### config.mk
export PLATFORM = sky130hd
export DESIGN_NAME = uart_tx_sched_bins
export DESIGN_NICKNAME = d
export VERILOG_FILES = /design/src/rtl/uart_bins_pkg.sv /design/src/rtl/rr_arbiter_bins.sv /design/src/rtl/uart_tx_sched_bins.sv
export SDC_FILE = /design/constraint.sdc
export NUM_CORES = 1
export LEC_CHECK = 0
export CAP_MARGIN = 5
export CORE_MARGIN = 3
export CORE_UTILIZATION = 48
export CTS_CLUSTER_DIAMETER = 150
export DETAILED_ROUTE_END_ITERATION = 16
export DONT_BUFFER_PORTS = 1
export GPL_TIMING_DRIVEN = 0
export PLACE_DENSITY = 0.73
export SYNTH_ARGS = -nofsm -noshare
export SYNTH_HDL_FRONTEND = slang
export SYNTH_SLANG_ARGS = --single-unit
### constraint.sdc
create_clock -name clockIN -period 3.6 [get_ports clockIN]
set_input_delay 0.72 -clock clockIN [delete_from_list [all_inputs] [get_ports clockIN]]
set_output_delay 0.72 -clock clockIN [all_outputs]
set_load 0.02 [all_outputs]
### src/rtl/uart_bins_pkg.sv
// Shared types and constants for the BINS UART frame scheduler.
package uart_bins_pkg;

  localparam logic [7:0]  SYNC_BYTE_DEF = 8'hA5;
  localparam int unsigned ID_W          = 3;

  typedef enum logic [3:0] {
    StIdle,
    StHdrSync,
    StHdrId,
    StFetch,
    StLoad,
    StWaitBusy,
    StWaitDone,
    StDrain,
    StGap
  } state_e;

  typedef enum logic [1:0] {
    Sync,
    Id,
    Payload
  } byte_kind_t;

endpackage

### src/rtl/rr_arbiter_bins.sv
// Round-robin arbiter: first request at or after ptr, searching upward with wrap.
module rr_arbiter_bins #(
  parameter int unsigned NUM_CH = 4,
  parameter int unsigned PtrW   = $clog2(NUM_CH)
) (
  input  logic [NUM_CH-1:0] req,
  input  logic [PtrW-1:0]   ptr,
  input  logic              en,
  output logic [NUM_CH-1:0] gnt,
  output logic [PtrW-1:0]   ptr_next
);

  logic        found;
  int unsigned cand;

  always_comb begin
    gnt      = '0;
    ptr_next = ptr;
    found    = 1'b0;
    cand     = 0;
    for (int unsigned i = 0; i < NUM_CH; i++) begin
      cand = (32'(ptr) + i) % NUM_CH;
      if (en && !found && req[cand[PtrW-1:0]]) begin
        gnt[cand[PtrW-1:0]] = 1'b1;
        ptr_next            = PtrW'((cand + 1) % NUM_CH);
        found               = 1'b1;
      end
    end
  end

endmodule

### src/rtl/uart_tx_sched_bins.sv
// Frame-granular round-robin scheduler sharing one uart_tx among NUM_CH byte streams.
module uart_tx_sched_bins
  import uart_bins_pkg::*;
#(
  parameter int unsigned NUM_CH      = 4,
  parameter logic [7:0]  SYNC_BYTE   = SYNC_BYTE_DEF,
  parameter int unsigned MAX_FRAME   = 64,
  parameter int unsigned ACK_TIMEOUT = 1023,
  parameter int unsigned GAP_CLKS    = 16
) (
  input  logic                clockIN,
  input  logic                nResetIN,
  input  logic [NUM_CH-1:0]   chValidIN,
  input  logic [8*NUM_CH-1:0] chDataIN,
  input  logic [NUM_CH-1:0]   chLastIN,
  output logic [NUM_CH-1:0]   chReadyOUT,
  input  logic                txReadyIN,
  output logic [7:0]          txDataOUT,
  output logic                txLoadOUT,
  output logic [NUM_CH-1:0]   grantOUT,
  output logic                busyOUT,
  output logic                errAckOUT,
  output logic                errLenOUT
);

  localparam int unsigned PtrW = $clog2(NUM_CH);
  localparam int unsigned CntW = $clog2(MAX_FRAME + 1);
  localparam int unsigned AckW = $clog2(ACK_TIMEOUT + 1);
  localparam int unsigned GapW = $clog2(GAP_CLKS + 1);

  state_e            state_q;
  byte_kind_t        kind_q;
  logic [PtrW-1:0]   ptr_q, idx_q;
  logic [CntW-1:0]   cnt_q;
  logic [AckW-1:0]   ack_q;
  logic [GapW-1:0]   gap_q;
  logic              last_q;
  logic              rdy_meta_q, rdy_sync_q;
  logic [NUM_CH-1:0] rdy_q, gnt_q;
  logic [7:0]        data_q;
  logic              load_q, err_ack_q, err_len_q;

  logic [NUM_CH-1:0] arb_gnt;
  logic [PtrW-1:0]   arb_ptr_nxt, arb_idx;
  logic [7:0]        ch_byte;
  logic              ch_valid, ch_last, take;
  logic              ack_expired, byte_done;
  state_e            route_st;

  rr_arbiter_bins #(
    .NUM_CH (NUM_CH),
    .PtrW   (PtrW)
  ) u_arb (
    .req      (chValidIN),
    .ptr      (ptr_q),
    .en       (state_q == StIdle),
    .gnt      (arb_gnt),
    .ptr_next (arb_ptr_nxt)
  );

  // The granted index is the one just before the advanced pointer.
  assign arb_idx  = (arb_ptr_nxt == '0) ? PtrW'(NUM_CH - 1) : arb_ptr_nxt - PtrW'(1);

  assign ch_byte  = chDataIN[{idx_q, 3'b000} +: 8];
  assign ch_valid = chValidIN[idx_q];
  assign ch_last  = chLastIN[idx_q];
  assign take     = ch_valid & rdy_q[idx_q];

  assign ack_expired = (ack_q == AckW'(ACK_TIMEOUT - 1));
  // A timed-out wait for busy is treated exactly like a completed byte.
  assign byte_done   = ((state_q == StWaitDone) && rdy_sync_q) ||
                       ((state_q == StWaitBusy) && rdy_sync_q && ack_expired);

  always_comb begin
    route_st = StFetch;
    case (kind_q)
      Sync:    route_st = StHdrId;
      Id:      route_st = StFetch;
      default: begin
        if (last_q)                           route_st = StGap;
        else if (cnt_q == CntW'(MAX_FRAME))   route_st = StDrain;
        else                                  route_st = StFetch;
      end
    endcase
  end

  always_ff @(posedge clockIN) begin
    if (!nResetIN) begin
      state_q    <= StIdle;
      kind_q     <= Sync;
      ptr_q      <= '0;
      idx_q      <= '0;
      cnt_q      <= '0;
      ack_q      <= '0;
      gap_q      <= '0;
      last_q     <= 1'b0;
      rdy_meta_q <= 1'b1;
      rdy_sync_q <= 1'b1;
      rdy_q      <= '0;
      gnt_q      <= '0;
      data_q     <= 8'h00;
      load_q     <= 1'b0;
      err_ack_q  <= 1'b0;
      err_len_q  <= 1'b0;
    end else begin
      // UART ready comes from a divided clock domain.
      rdy_meta_q <= txReadyIN;
      rdy_sync_q <= rdy_meta_q;
      load_q     <= 1'b0;
      err_ack_q  <= 1'b0;
      err_len_q  <= 1'b0;
      case (state_q)
        StIdle: begin
          if (|chValidIN) begin
            gnt_q   <= arb_gnt;
            ptr_q   <= arb_ptr_nxt;
            idx_q   <= arb_idx;
            cnt_q   <= '0;
            state_q <= StHdrSync;
          end
        end
        StHdrSync: begin
          data_q  <= SYNC_BYTE;
          kind_q  <= Sync;
          load_q  <= 1'b1;
          state_q <= StLoad;
        end
        StHdrId: begin
          data_q  <= {{(8 - ID_W){1'b0}}, ID_W'(idx_q)};
          kind_q  <= Id;
          load_q  <= 1'b1;
          state_q <= StLoad;
        end
        StFetch: begin
          if (take) begin
            data_q  <= ch_byte;
            last_q  <= ch_last;
            kind_q  <= Payload;
            cnt_q   <= cnt_q + CntW'(1);
            rdy_q   <= '0;
            load_q  <= 1'b1;
            state_q <= StLoad;
          end
        end
        StLoad: begin
          ack_q   <= '0;
          state_q <= StWaitBusy;
        end
        StWaitBusy: begin
          ack_q <= ack_q + AckW'(1);
          if (!rdy_sync_q)      state_q   <= StWaitDone;
          else if (ack_expired) err_ack_q <= 1'b1;
        end
        StWaitDone: begin
        end
        StDrain: begin
          if (take && ch_last) begin
            rdy_q   <= '0;
            gnt_q   <= '0;
            gap_q   <= '0;
            state_q <= StGap;
          end
        end
        StGap: begin
          if (gap_q == GapW'(GAP_CLKS - 1)) state_q <= StIdle;
          else                              gap_q   <= gap_q + GapW'(1);
        end
        default: state_q <= StIdle;
      endcase

      if (byte_done) begin
        state_q <= route_st;
        if (route_st == StGap) begin
          gnt_q <= '0;
          gap_q <= '0;
        end else if (route_st inside {StFetch, StDrain}) begin
          rdy_q <= gnt_q;
        end
        if (route_st == StDrain) err_len_q <= 1'b1;
      end
    end
  end

  assign chReadyOUT = rdy_q;
  assign txDataOUT  = data_q;
  assign txLoadOUT  = load_q;
  assign grantOUT   = gnt_q;
  assign busyOUT    = (state_q != StIdle);
  assign errAckOUT  = err_ack_q;
  assign errLenOUT  = err_len_q;

endmodule

==> results.py <==
metrics = {
    "outcome": {
        "outcome": "complete, no violations",
    },
    "yosys": {
        "synth_nets": 418,
        "yosysWarnings": 0,
        "syn_area_per_cell_um2": 8.682,
        "synth_area_leaders": "dfxtp_1 34%, mux4_2 7.9%, nor2_1 6.4%",
        "ys_ff_latch": 54,
        "synth_top_area_cell": "dfxtp_1",
        "synthFlopType": "dfxtp_1",
        "synth_edf_count": 0,
        "synthesis.area_mm2": 0.003143,
        "synth_top_area_share_pct": 34.39,
        "ys_async_sr_fraction_pct": 0,
        "syn_inst": 362,
        "ys_seq_area_share_pct": 34.39,
        "synthDistinctLibCells": 57,
    },
    "floorplan": {
        "die_h_um": 86.92,
        "die_x_um": 86.92,
        "initial_core_util_pct": 51.27,
        "ios": 63,
        "die_area_mm2": 0.007555,
        "core_area_mm2": 0.006131,
        "rows": 28,
    },
    "timing": {
        "setup_viol": 0,
        "hold_viol": 0,
        "skew_ps": 8.513,
        "drv_slew": 0,
        "tightest_slew_ps": 940.3,
        "period_needed_ps": 2911,
        "slew_headroom_pct": 36.74,
        "fmax_mhz": 343.6,
        "finalCritPeriodShare_pct": 80.85,
        "rsz0062_at_grt": "false",
        "setup_tns_ps": 0,
    },
    "detailed_routing": {
        "ant_nets": 0,
        "drc": 0,
        "drt-pass1-iter-count": 5,
        "routed_wl_um": 7444,
        "num_vias": 2723,
        "wl_per_cell_um": 16.73,
        "first_iter_violations": 176,
        "drt-vias-per-instance": 6.119,
    },
    "clock_network": {
        "clock-sinks": 54,
        "clk_latency_ps": 310,
        "numCtsBuffers": 5,
        "cts_resized": 0,
        "postCtsSetupRepairBufs": 0,
        "h-tree-depth": 2,
        "clkTransAtPathRegs_ps": 100,
        "cts_tree": "done",
        "cts_buffer_depth": 2,
        "root_buffer": "clkbuf_8",
        "hold_buffers": 0,
    },
    "final_layout": {
        "drive_gt1_share_pct": 10.00,
        "syn2layout_area_growth_pct": 6.568,
        "utilization_pct": 54.63,
        "num_antenna_cells": 0,
        "nets": 425,
    },
    "critical_path": {
        "reg2regPathDepth": 9,
        "crit_start": "ptr_q[0]$_SDFFE_PN0P_",
        "r2r_end": "idx_q[1]$_SDFFE_PN0P_",
        "startpoint_type": "flop",
        "crit_path_end_kind": "flop",
        "crit_arrival_ps": 3130,
        "r2r-start": "ptr_q[0]$_SDFFE_PN0P_",
        "crit_required_ps": 3820,
        "cp_max_fo": 8,
        "crit_type": "flop to flop",
        "r2r_slack_ps": 690,
    },
    "power_and_ir_drop": {
        "leakage_nw": 1.137,
        "ir_drop_mv": 0.3111,
        "p_per_area_mw_per_mm2": 548.7,
    },
    "hold_path": {
        "min_to": "rdy_sync_q$_SDFF_PN1_",
        "holdPathStages": 1,
        "hold_class": "flop to flop",
        "hp-start": "rdy_meta_q$_SDFF_PN1_",
    },
    "global_routing": {
        "track_usage_pct": 20.50,
        "grt-ovfl-total": 0,
        "antenna_found_initial": 0,
        "grt_first_pass_wirelength_um": 12560,
        "grt_max_degree": 18,
        "grt_pass1_vias": 2569,
    },
    "place": {
        "hpwlAfterDp_um": 5685,
        "place_congestion": 0.9100,
        "port_buffers": 0,
    },
    "flow_run": {
        "cap_violations": 0,
    },
}
[cells by family (layout without fill, tap and decap cells)]
group	after synthesis	in the layout	share of synthesized area [%]
buf+inv	27	35	3.582
fa+ha+maj	13	13	5.175
xor+xnor	6	6	1.672
simple gates	146	146	23.53
mux	20	20	11.86
compound gates	96	96	19.79
flops	54	54	34.40
[worst max-delay path by stage]
| stage | end | slack (ps) | cells after the start |
|---|---|---|---|
| after floorplan | idx_q[1]$_SDFFE_PN0P_ | 1000 | 9 |
| after global placement | idx_q[1]$_SDFFE_PN0P_ | 790 | 9 |
| after detailed placement | idx_q[1]$_SDFFE_PN0P_ | 750 | 9 |
| after CTS | idx_q[1]$_SDFFE_PN0P_ | 720 | 9 |
| after global routing | idx_q[1]$_SDFFE_PN0P_ | 520 | 9 |
| final | idx_q[1]$_SDFFE_PN0P_ | 690 | 9 |
[registers in the layout (all words and copies together), names as in the netlist]
register and cells:
ack_q 10, txDataOUT 8, cnt_q 7, gap_q 5
chReadyOUT 4, grantOUT 4, state_q 4, idx_q 2
kind_q 2, ptr_q 2, errAckOUT 1, errLenOUT 1
last_q 1, rdy_meta_q 1, rdy_sync_q 1, txLoadOUT 1
[cell usage in the layout (no fill, tap or decap), drive strengths merged, types with 5 or more instances in the layout]
cell	synthesis	layout
nor2	56	56
dfxtp	54	54
a21oi	36	36
nand2	23	23
nor3	20	20
a22oi	15	15
o21ai	15	15
inv	13	14
clkbuf	9	14
ha	13	13
mux4	13	13
nand3	12	12
a21o	7	7
nand2b	7	7
mux2i	5	5
and2	5	5
a211oi	5	5
buf	5	5
[cell usage after synthesis, types with 5 or more instances]
cell type	number
and2_1	5
nand2_1	23
a21oi_1	35
nor2_1	54
a22oi_1	15
dfxtp_1	54
mux2i_1	5
nand3_1	12
a21o_1	7
ha_1	13
nor3_1	17
a211oi_1	5
nand2b_1	6
o21ai_0	14
inv_1	12
clkbuf_1	9
mux4_2	11
[per-layer routing]
layer	routed length [um]	track usage, %	up-vias
met3	341	5.014	18
met4	192	8.357	0
met5	0	0	-
li1	-	-	1357
met2	3545	32.16	65
met1	3364	26.98	1283
[metrics by stage]
step | hold WS, ps | setup WS [ps] | total power, W | instance area (um^2) | std cells
6_report | 435.6 | 689.3 | 0.001838 | 3349 | 445
5_1_grt | 462.1 | 518.6 | 0.001960 | 3349 | 445
4_1_cts | 437.1 | 724.6 | 0.001847 | 3349 | 445
3_5_place_dp | 412.6 | 747.5 | 0.001435 | 3237 | 437
3_3_place_gp | 406.1 | 792.0 | 0.001422 | 3237 | 437
2_1_floorplan | 386.3 | 997.3 | 0.001299 | 3143 | 362
[final cells by class]
| type | instances | area, um^2 |
|---|---|---|
| buffer | 14 | 63.81 |
| clock buffer | 5 | 68.82 |
| clock inverter | 3 | 43.79 |
| fill | 557 | 2781 |
| inverter | 13 | 48.80 |
| multi-input combinational | 281 | 1949 |
| sequential | 54 | 1081 |
| tap | 75 | 93.84 |
[power by group]
part	internal (W)	total [W]	leakage [nW]	switching, W
Sequential	0.000652	0.000756	0.438	0.000105
Clock	0.000209	0.000411	0.0585	0.000203
Combinational	0.000290	0.000670	0.640	0.000380
[worst max-delay path: stages (launching register included)]
cell and delay [ps]:
dfxtp_1 430, buf_6 180, inv_1 120, ha_1 410, mux4_2 610, nand2b_1 230, nor2_2 240, a21oi_2 110
a2111o_1 410, o311ai_1 80
No activity file was read; power rests on OpenSTA's default activity.
